File: config.mk
export PLATFORM = sky130hd
export DESIGN_NAME = multdiv
export DESIGN_NICKNAME = d
export VERILOG_FILES = /design/src/rtl/multdiv_pkg.sv /design/src/rtl/multdiv_divstep.sv /design/src/rtl/multdiv.sv
export SDC_FILE = /design/constraint.sdc
export NUM_CORES = 1
export LEC_CHECK = 0
export ABC_AREA = 1
export ABC_CLOCK_PERIOD_IN_PS = 5450
export BUFFER_PORTS_ARGS = -buffer_cell sky130_fd_sc_hd__buf_2
export CAP_MARGIN = 20
export CORE_MARGIN = 10
export CORE_UTILIZATION = 25
export CTS_CLUSTER_DIAMETER = 150
export DETAILED_ROUTE_END_ITERATION = 6
export GPL_TIMING_DRIVEN = 0
export PLACE_DENSITY = 0.41
export SETUP_SLACK_MARGIN = 0.15
export SLEW_MARGIN = 15
export SYNTH_ARGS = -nofsm -noshare
export SYNTH_HDL_FRONTEND = slang
export SYNTH_HIERARCHICAL = 1
export SYNTH_SLANG_ARGS = --single-unit
File: constraint.sdc
create_clock -name clock -period 5.45 [get_ports clock]
set_clock_uncertainty 0.2 [all_clocks]
set_input_delay 1.3625 -clock clock [delete_from_list [all_inputs] [get_ports clock]]
set_output_delay 1.3625 -clock clock [all_outputs]
set_load 0.02 [all_outputs]
File: src/rtl/multdiv_pkg.sv
// Shared types and constants for the iterative multiply/divide unit.
// The optional divide datapath is enabled by defining MULTDIV_DIV_EN.
package multdiv_pkg;

    typedef enum logic [1:0] {
        IDLE,
        RUN,
        DONE
    } state_t;

    typedef enum logic {
        OP_MULT,
        OP_DIV
    } op_t;

    localparam int unsigned MULTDIV_ITERS = 32;
    localparam logic [31:0] INT_MIN       = 32'h8000_0000;

    // Two's-complement magnitude; INT_MIN maps to 0x80000000 read as unsigned.
    function automatic logic [31:0] abs32(input logic [31:0] v);
        return v[31] ? (32'd0 - v) : v;
    endfunction

endpackage

File: src/rtl/multdiv_divstep.sv
// One combinational restoring-division step on unsigned magnitudes.
// Compiled only when MULTDIV_DIV_EN is defined.
`ifdef MULTDIV_DIV_EN
module multdiv_divstep
(
    input  logic [31:0] rem_in,
    input  logic        dividend_bit,
    input  logic [31:0] divisor,
    output logic [31:0] rem_out,
    output logic        q_bit
);

    logic [32:0] shifted;

    // Shift in the next dividend bit and subtract the divisor when it fits.
    always_comb begin
        shifted = {rem_in, dividend_bit};
        q_bit   = (shifted >= {1'b0, divisor});
        rem_out = q_bit ? 32'(shifted - {1'b0, divisor}) : shifted[31:0];
    end

endmodule
`endif

File: src/rtl/multdiv.sv
// Iterative signed 32-bit multiply/divide unit with a fixed 32-cycle latency.
// Define MULTDIV_DIV_EN to compile in the divide datapath; without it a divide
// request still runs the full sequence and returns result 0, exception 1.
module multdiv
    import multdiv_pkg::*;
(
    input  logic        clock,
    input  logic        reset,
    input  logic [31:0] data_operandA,
    input  logic [31:0] data_operandB,
    input  logic        ctrl_MULT,
    input  logic        ctrl_DIV,
    output logic [31:0] data_result,
    output logic        data_exception,
    output logic        data_resultRDY
);

    state_t      state_q, state_d;
    op_t         op_q, op_d;
    logic [5:0]  cnt_q, cnt_d;
    logic        sign_q, sign_d;
    // acc: product accumulator (mult) or partial remainder in [31:0] (div)
    logic [63:0] acc_q, acc_d;
    // mcand: shifted multiplicand (mult) or divisor in [31:0] (div)
    logic [63:0] mcand_q, mcand_d;
    // shreg: multiplier shifting right (mult) or dividend/quotient shifting left (div)
    logic [31:0] shreg_q, shreg_d;
    logic [31:0] result_q, result_d;
    logic        exc_q, exc_d;
    logic        rdy_q, rdy_d;

    logic        start;
    logic [31:0] mag_a, mag_b;
    logic [63:0] prod_s;

`ifdef MULTDIV_DIV_EN
    logic        dz_q, dz_d;
    logic        ovf_q, ovf_d;
    logic [31:0] rem_next;
    logic        q_bit;

    multdiv_divstep u_divstep (
        .rem_in       (acc_q[31:0]),
        .dividend_bit (shreg_q[31]),
        .divisor      (mcand_q[31:0]),
        .rem_out      (rem_next),
        .q_bit        (q_bit)
    );
`endif

    // Next-state, datapath step and result formation.
    always_comb begin
        state_d  = state_q;
        op_d     = op_q;
        cnt_d    = cnt_q;
        sign_d   = sign_q;
        acc_d    = acc_q;
        mcand_d  = mcand_q;
        shreg_d  = shreg_q;
        result_d = result_q;
        exc_d    = exc_q;
        rdy_d    = 1'b0;
        prod_s   = '0;
`ifdef MULTDIV_DIV_EN
        dz_d     = dz_q;
        ovf_d    = ovf_q;
`endif
        start = ctrl_MULT | ctrl_DIV;
        mag_a = abs32(data_operandA);
        mag_b = abs32(data_operandB);

        if (start) begin
            // A start in any state (re)launches; an aborted op never strobes.
            state_d = RUN;
            op_d    = ctrl_MULT ? OP_MULT : OP_DIV;
            cnt_d   = '0;
            sign_d  = data_operandA[31] ^ data_operandB[31];
            acc_d   = '0;
            if (ctrl_MULT) begin
                mcand_d = {32'd0, mag_a};
                shreg_d = mag_b;
            end else begin
                mcand_d = {32'd0, mag_b};
                shreg_d = mag_a;
            end
`ifdef MULTDIV_DIV_EN
            dz_d  = (data_operandB == '0);
            ovf_d = (data_operandA == INT_MIN) && (data_operandB == '1);
`endif
        end else begin
            unique case (state_q)
                IDLE: ;
                RUN: begin
                    cnt_d = cnt_q + 6'd1;
                    if (op_q == OP_MULT) begin
                        acc_d   = acc_q + (shreg_q[0] ? mcand_q : '0);
                        mcand_d = mcand_q << 1;
                        shreg_d = shreg_q >> 1;
                    end else begin
`ifdef MULTDIV_DIV_EN
                        acc_d   = {32'd0, rem_next};
                        shreg_d = {shreg_q[30:0], q_bit};
`endif
                    end
                    if (cnt_q == 6'(MULTDIV_ITERS - 1)) begin
                        state_d = DONE;
                        rdy_d   = 1'b1;
                        if (op_q == OP_MULT) begin
                            prod_s   = sign_q ? (64'd0 - acc_d) : acc_d;
                            result_d = prod_s[31:0];
                            exc_d    = (prod_s[63:32] != {32{prod_s[31]}});
                        end else begin
`ifdef MULTDIV_DIV_EN
                            if (dz_q) begin
                                result_d = '0;
                                exc_d    = 1'b1;
                            end else begin
                                // INT_MIN / -1 yields magnitude 0x80000000 either way.
                                result_d = sign_q ? (32'd0 - shreg_d) : shreg_d;
                                exc_d    = ovf_q;
                            end
`else
                            result_d = '0;
                            exc_d    = 1'b1;
`endif
                        end
                    end
                end
                DONE:    state_d = IDLE;
                default: state_d = IDLE;
            endcase
        end
    end

    // Register all state and outputs; synchronous active-high reset.
    always_ff @(posedge clock) begin
        if (reset) begin
            state_q  <= IDLE;
            op_q     <= OP_MULT;
            cnt_q    <= '0;
            sign_q   <= 1'b0;
            acc_q    <= '0;
            mcand_q  <= '0;
            shreg_q  <= '0;
            result_q <= '0;
            exc_q    <= 1'b0;
            rdy_q    <= 1'b0;
`ifdef MULTDIV_DIV_EN
            dz_q     <= 1'b0;
            ovf_q    <= 1'b0;
`endif
        end else begin
            state_q  <= state_d;
            op_q     <= op_d;
            cnt_q    <= cnt_d;
            sign_q   <= sign_d;
            acc_q    <= acc_d;
            mcand_q  <= mcand_d;
            shreg_q  <= shreg_d;
            result_q <= result_d;
            exc_q    <= exc_d;
            rdy_q    <= rdy_d;
`ifdef MULTDIV_DIV_EN
            dz_q     <= dz_d;
            ovf_q    <= ovf_d;
`endif
        end
    end

    assign data_result    = result_q;
    assign data_exception = exc_q;
    assign data_resultRDY = rdy_q;

endmodule

==> flow_metrics.env <==
export IMPL_timing_final_crit_share=0.912
export IMPL_ys_flop_type="dfxtp_1"
export IMPL_grt_pass1_vias=21658
export IMPL_gp_congestion=0.931
export IMPL_critical_path_class="flip-flop to flip-flop"
export IMPL_die_x_um=300
export IMPL_p_per_area_mw_per_mm2=209
export IMPL_cts_sinks=204
export IMPL_antenna_found_initial=1
export IMPL_track_usage=0.200
export IMPL_syn_to_final_growth_pct=16.6
export IMPL_worstPathMaxFanout=10
export IMPL_drcViolationCount=0
export IMPL_route_vias_total=22610
export IMPL_synth_warnings=6
export IMPL_setup_viol=0
export IMPL_cp_required_ps=5720
export IMPL_grt_max_degree=15
export IMPL_cts_tree="built"
export IMPL_num_fill_cells=9252
export IMPL_n_antenna_cell=0
export IMPL_coreArea_mm2=0.0775
export IMPL_grt_pass1_wl_mm=137
export IMPL_numCtsBuffers=29
export IMPL_tightest_slew_ps=1160
export IMPL_portBuffers=99
export IMPL_vias_per_cell=4.68
export IMPL_avgRoutedWirePerCell_um=19.2
export IMPL_ant_nets=0
export IMPL_final_hold_violation_count=0
export IMPL_cts_htree_levels=1
export IMPL_fin_nets=3900
export IMPL_die_h_um=300
export IMPL_cts_hold_buffers=0
export IMPL_crit_slowest_cell="fa_2"
export IMPL_syn_area_mm2=0.0196
export IMPL_initial_utilization=0.253
export IMPL_worstSkewPairLatency_ps=580
export IMPL_final_max_slew_viol_count=0
export IMPL_synth_seq_cells=204
export IMPL_post_route_util=0.295
export IMPL_synth_net_count=3762
export IMPL_wirelength_mm=92.7
export IMPL_fmaxAchievable_mhz=201
export IMPL_cap_violations=0
export IMPL_place_ws_ps=-1210
export IMPL_worst_slew_margin_rel=0.228
export IMPL_async_flop_share=0
export IMPL_p_leak_nw=12.3
export IMPL_vdd_drop_max_mv=0.201
export IMPL_place_hpwl_mm=78.5
export IMPL_cp_arrival_ps=5240
export IMPL_drt_first_pass_iters=6
export IMPL_drtIter0Drc=1668
export IMPL_start_kind="flip-flop"
export IMPL_synth_edf_count=0
export IMPL_cp_common_cell="nand2_1"
export IMPL_end_kind="flip-flop"
export IMPL_synth_cell_types=56
export IMPL_overflow=0
export IMPL_cts_clk_slew_worst_paths_ps=60
export IMPL_syn_inst=3626
export IMPL_ioPinCount=102
export IMPL_dieArea_mm2=0.0898
export IMPL_place_inst=4765
export IMPL_status="complete, no violations"
export IMPL_max_stage_delay_ps=550
export IMPL_synth_yosys_seq_area_share=0.209
export IMPL_root_buffer="clkbuf_16"
export IMPL_rsz0062_at_grt="false"
export IMPL_clock_tree_buffer_depth=3
export IMPL_avgSynthCellArea_um2=5.40
export IMPL_final_cells=4827
export IMPL_min_path_type="flip-flop to flip-flop"
export IMPL_drive_gt1_frac=0.0805
export IMPL_core_rowCount=102
export IMPL_fin_ws_ps=478
export IMPL_fin_crit_ps=4970
==> flip-flops by register name (all words and copies together), names as in the netlist <==
signal and flops:
data_resultRDY 1, state_q 2, sign_q 1, shreg_q 32, data_exception 1, mcand_q 64
op_q 1, data_result 32, cnt_q 6, acc_q 64
==> worst max-delay path: cells and delay by family, from the launching register on <==
family / cells / cell delay, ps
buf+inv: 5 / 520
simple gates: 19 / 2390
flops: 1 / 340
compound gates: 2 / 210
xor+xnor: 1 / 260
fa+ha+maj: 3 / 940
==> stage by stage <==
| step | setup TNS (ps) | power, mW | hold slack [ps] | instance area [µm²] |
|---|---|---|---|---|
| after floorplan | 0 | 2.26 | 241 | 19600 |
| final | 0 | 4.76 | 263 | 22800 |
| after detailed placement | -1300 | 2.64 | 256 | 21400 |
| after global placement | -1250 | 2.64 | 254 | 21400 |
| after global routing | 0 | 4.98 | 288 | 22800 |
| after CTS | 0 | 4.73 | 265 | 22500 |
==> cell families after synthesis <==
group	share of synthesized area
buf+inv	0.158
fa+ha+maj	0.0439
compound gates	0.133
xor+xnor	0.0398
simple gates	0.417
flops	0.209
==> cells in the final DEF, fill, tap and decap left out, types with 6 or more instances in the layout <==
| cell | instances |
|---|---|
| nor2_4 | 15 |
| ha_1 | 66 |
| nor2_2 | 33 |
| o21ai_0 | 130 |
| nor2_1 | 307 |
| o211ai_1 | 11 |
| o22ai_1 | 55 |
| or2_2 | 7 |
| nand3b_1 | 18 |
| nand3_1 | 192 |
| o21bai_1 | 7 |
| xnor2_1 | 28 |
| nand2_4 | 6 |
| a21oi_1 | 169 |
| a221oi_1 | 6 |
| clkinv_2 | 6 |
| inv_2 | 6 |
| dfxtp_1 | 203 |
| inv_1 | 688 |
| buf_1 | 14 |
| a221o_1 | 14 |
| buf_4 | 6 |
| clkbuf_1 | 88 |
| o21ai_1 | 7 |
| buf_2 | 107 |
| nand2_1 | 1302 |
| nand4_1 | 26 |
| nor3_1 | 28 |
| o21a_1 | 15 |
| clkbuf_16 | 29 |
| nor4_1 | 10 |
| nand2_2 | 29 |
| xor2_1 | 61 |
| clkbuf_8 | 7 |
| nand3_2 | 13 |
==> power by group <==
part	internal, mW	total [mW]	switching [mW]
clock network	1.26	2.07	0.807
registers	1.55	1.59	0.0405
logic	0.336	1.10	0.767
total	3.14	4.76	1.61
==> cells in the mapped netlist, types with 6 or more instances <==
| cell | count | area (µm²) |
|---|---|---|
| nand3b_1 | 18 | 135 |
| a21oi_1 | 170 | 851 |
| nand3_1 | 201 | 1010 |
| inv_1 | 689 | 2590 |
| buf_1 | 16 | 60.1 |
| buf_2 | 6 | 30.0 |
| o211ai_1 | 11 | 82.6 |
| ha_1 | 67 | 838 |
| o21bai_1 | 7 | 52.6 |
| o21ai_1 | 6 | 30.0 |
| nor2_2 | 11 | 68.8 |
| a221oi_1 | 6 | 52.6 |
| nor2_1 | 340 | 1280 |
| nand2_1 | 1325 | 4970 |
| dfxtp_1 | 204 | 4080 |
| o22ai_1 | 55 | 344 |
| nand4_1 | 26 | 163 |
| a221o_1 | 14 | 140 |
| o21ai_0 | 134 | 671 |
| nand2_2 | 8 | 50.1 |
| xnor2_1 | 28 | 245 |
| nor3_1 | 31 | 155 |
| xor2_1 | 61 | 534 |
| clkbuf_1 | 91 | 342 |
| o21a_1 | 15 | 113 |
| or2_2 | 7 | 43.8 |
| nor4_1 | 10 | 62.6 |
==> what timing repair did <==
action | CTS | global route
pin swaps | 1 | 10
gates cloned | 0 | 1
setup endpoints to repair | 5 | 1
setup buffers | 1 | 6
resized for setup | 20 | 98
==> per-layer routing <==
metal	wire length (µm)	vias to the layer above	track usage
li1	-	11458	-
met1	43100	10440	0.268
met2	41500	619	0.329
met3	5980	91	0.0336
met4	2160	2	0.0458
met5	13	-	0
==> area by class of cell <==
cell class                 instances  area, µm²  area share
inverter                         700       2630       0.115
timing repair buffer             107        566      0.0248
multi-input combinational       2607      12700       0.558
clock inverter                    16        201     0.00883
buffer                           115        479      0.0210
sequential                       204       4090       0.179
clock buffer                      38        830      0.0364
tap                             1040       1300      0.0570
==> path summary, 6_finish.rpt <==
| path | start | to | slack (ps) | cells after the start |
|---|---|---|---|---|
| worst min register to register | data_result[11] | data_result[11] | 260 | 2 |
| worst max register to register | shreg_q[0] | data_exception | 480 | 30 |
| worst min-delay path | data_result[11] | data_result[11] | 260 | 2 |
| worst max-delay path | shreg_q[0] | data_exception | 480 | 30 |
(Power assumes the default switching activity.)
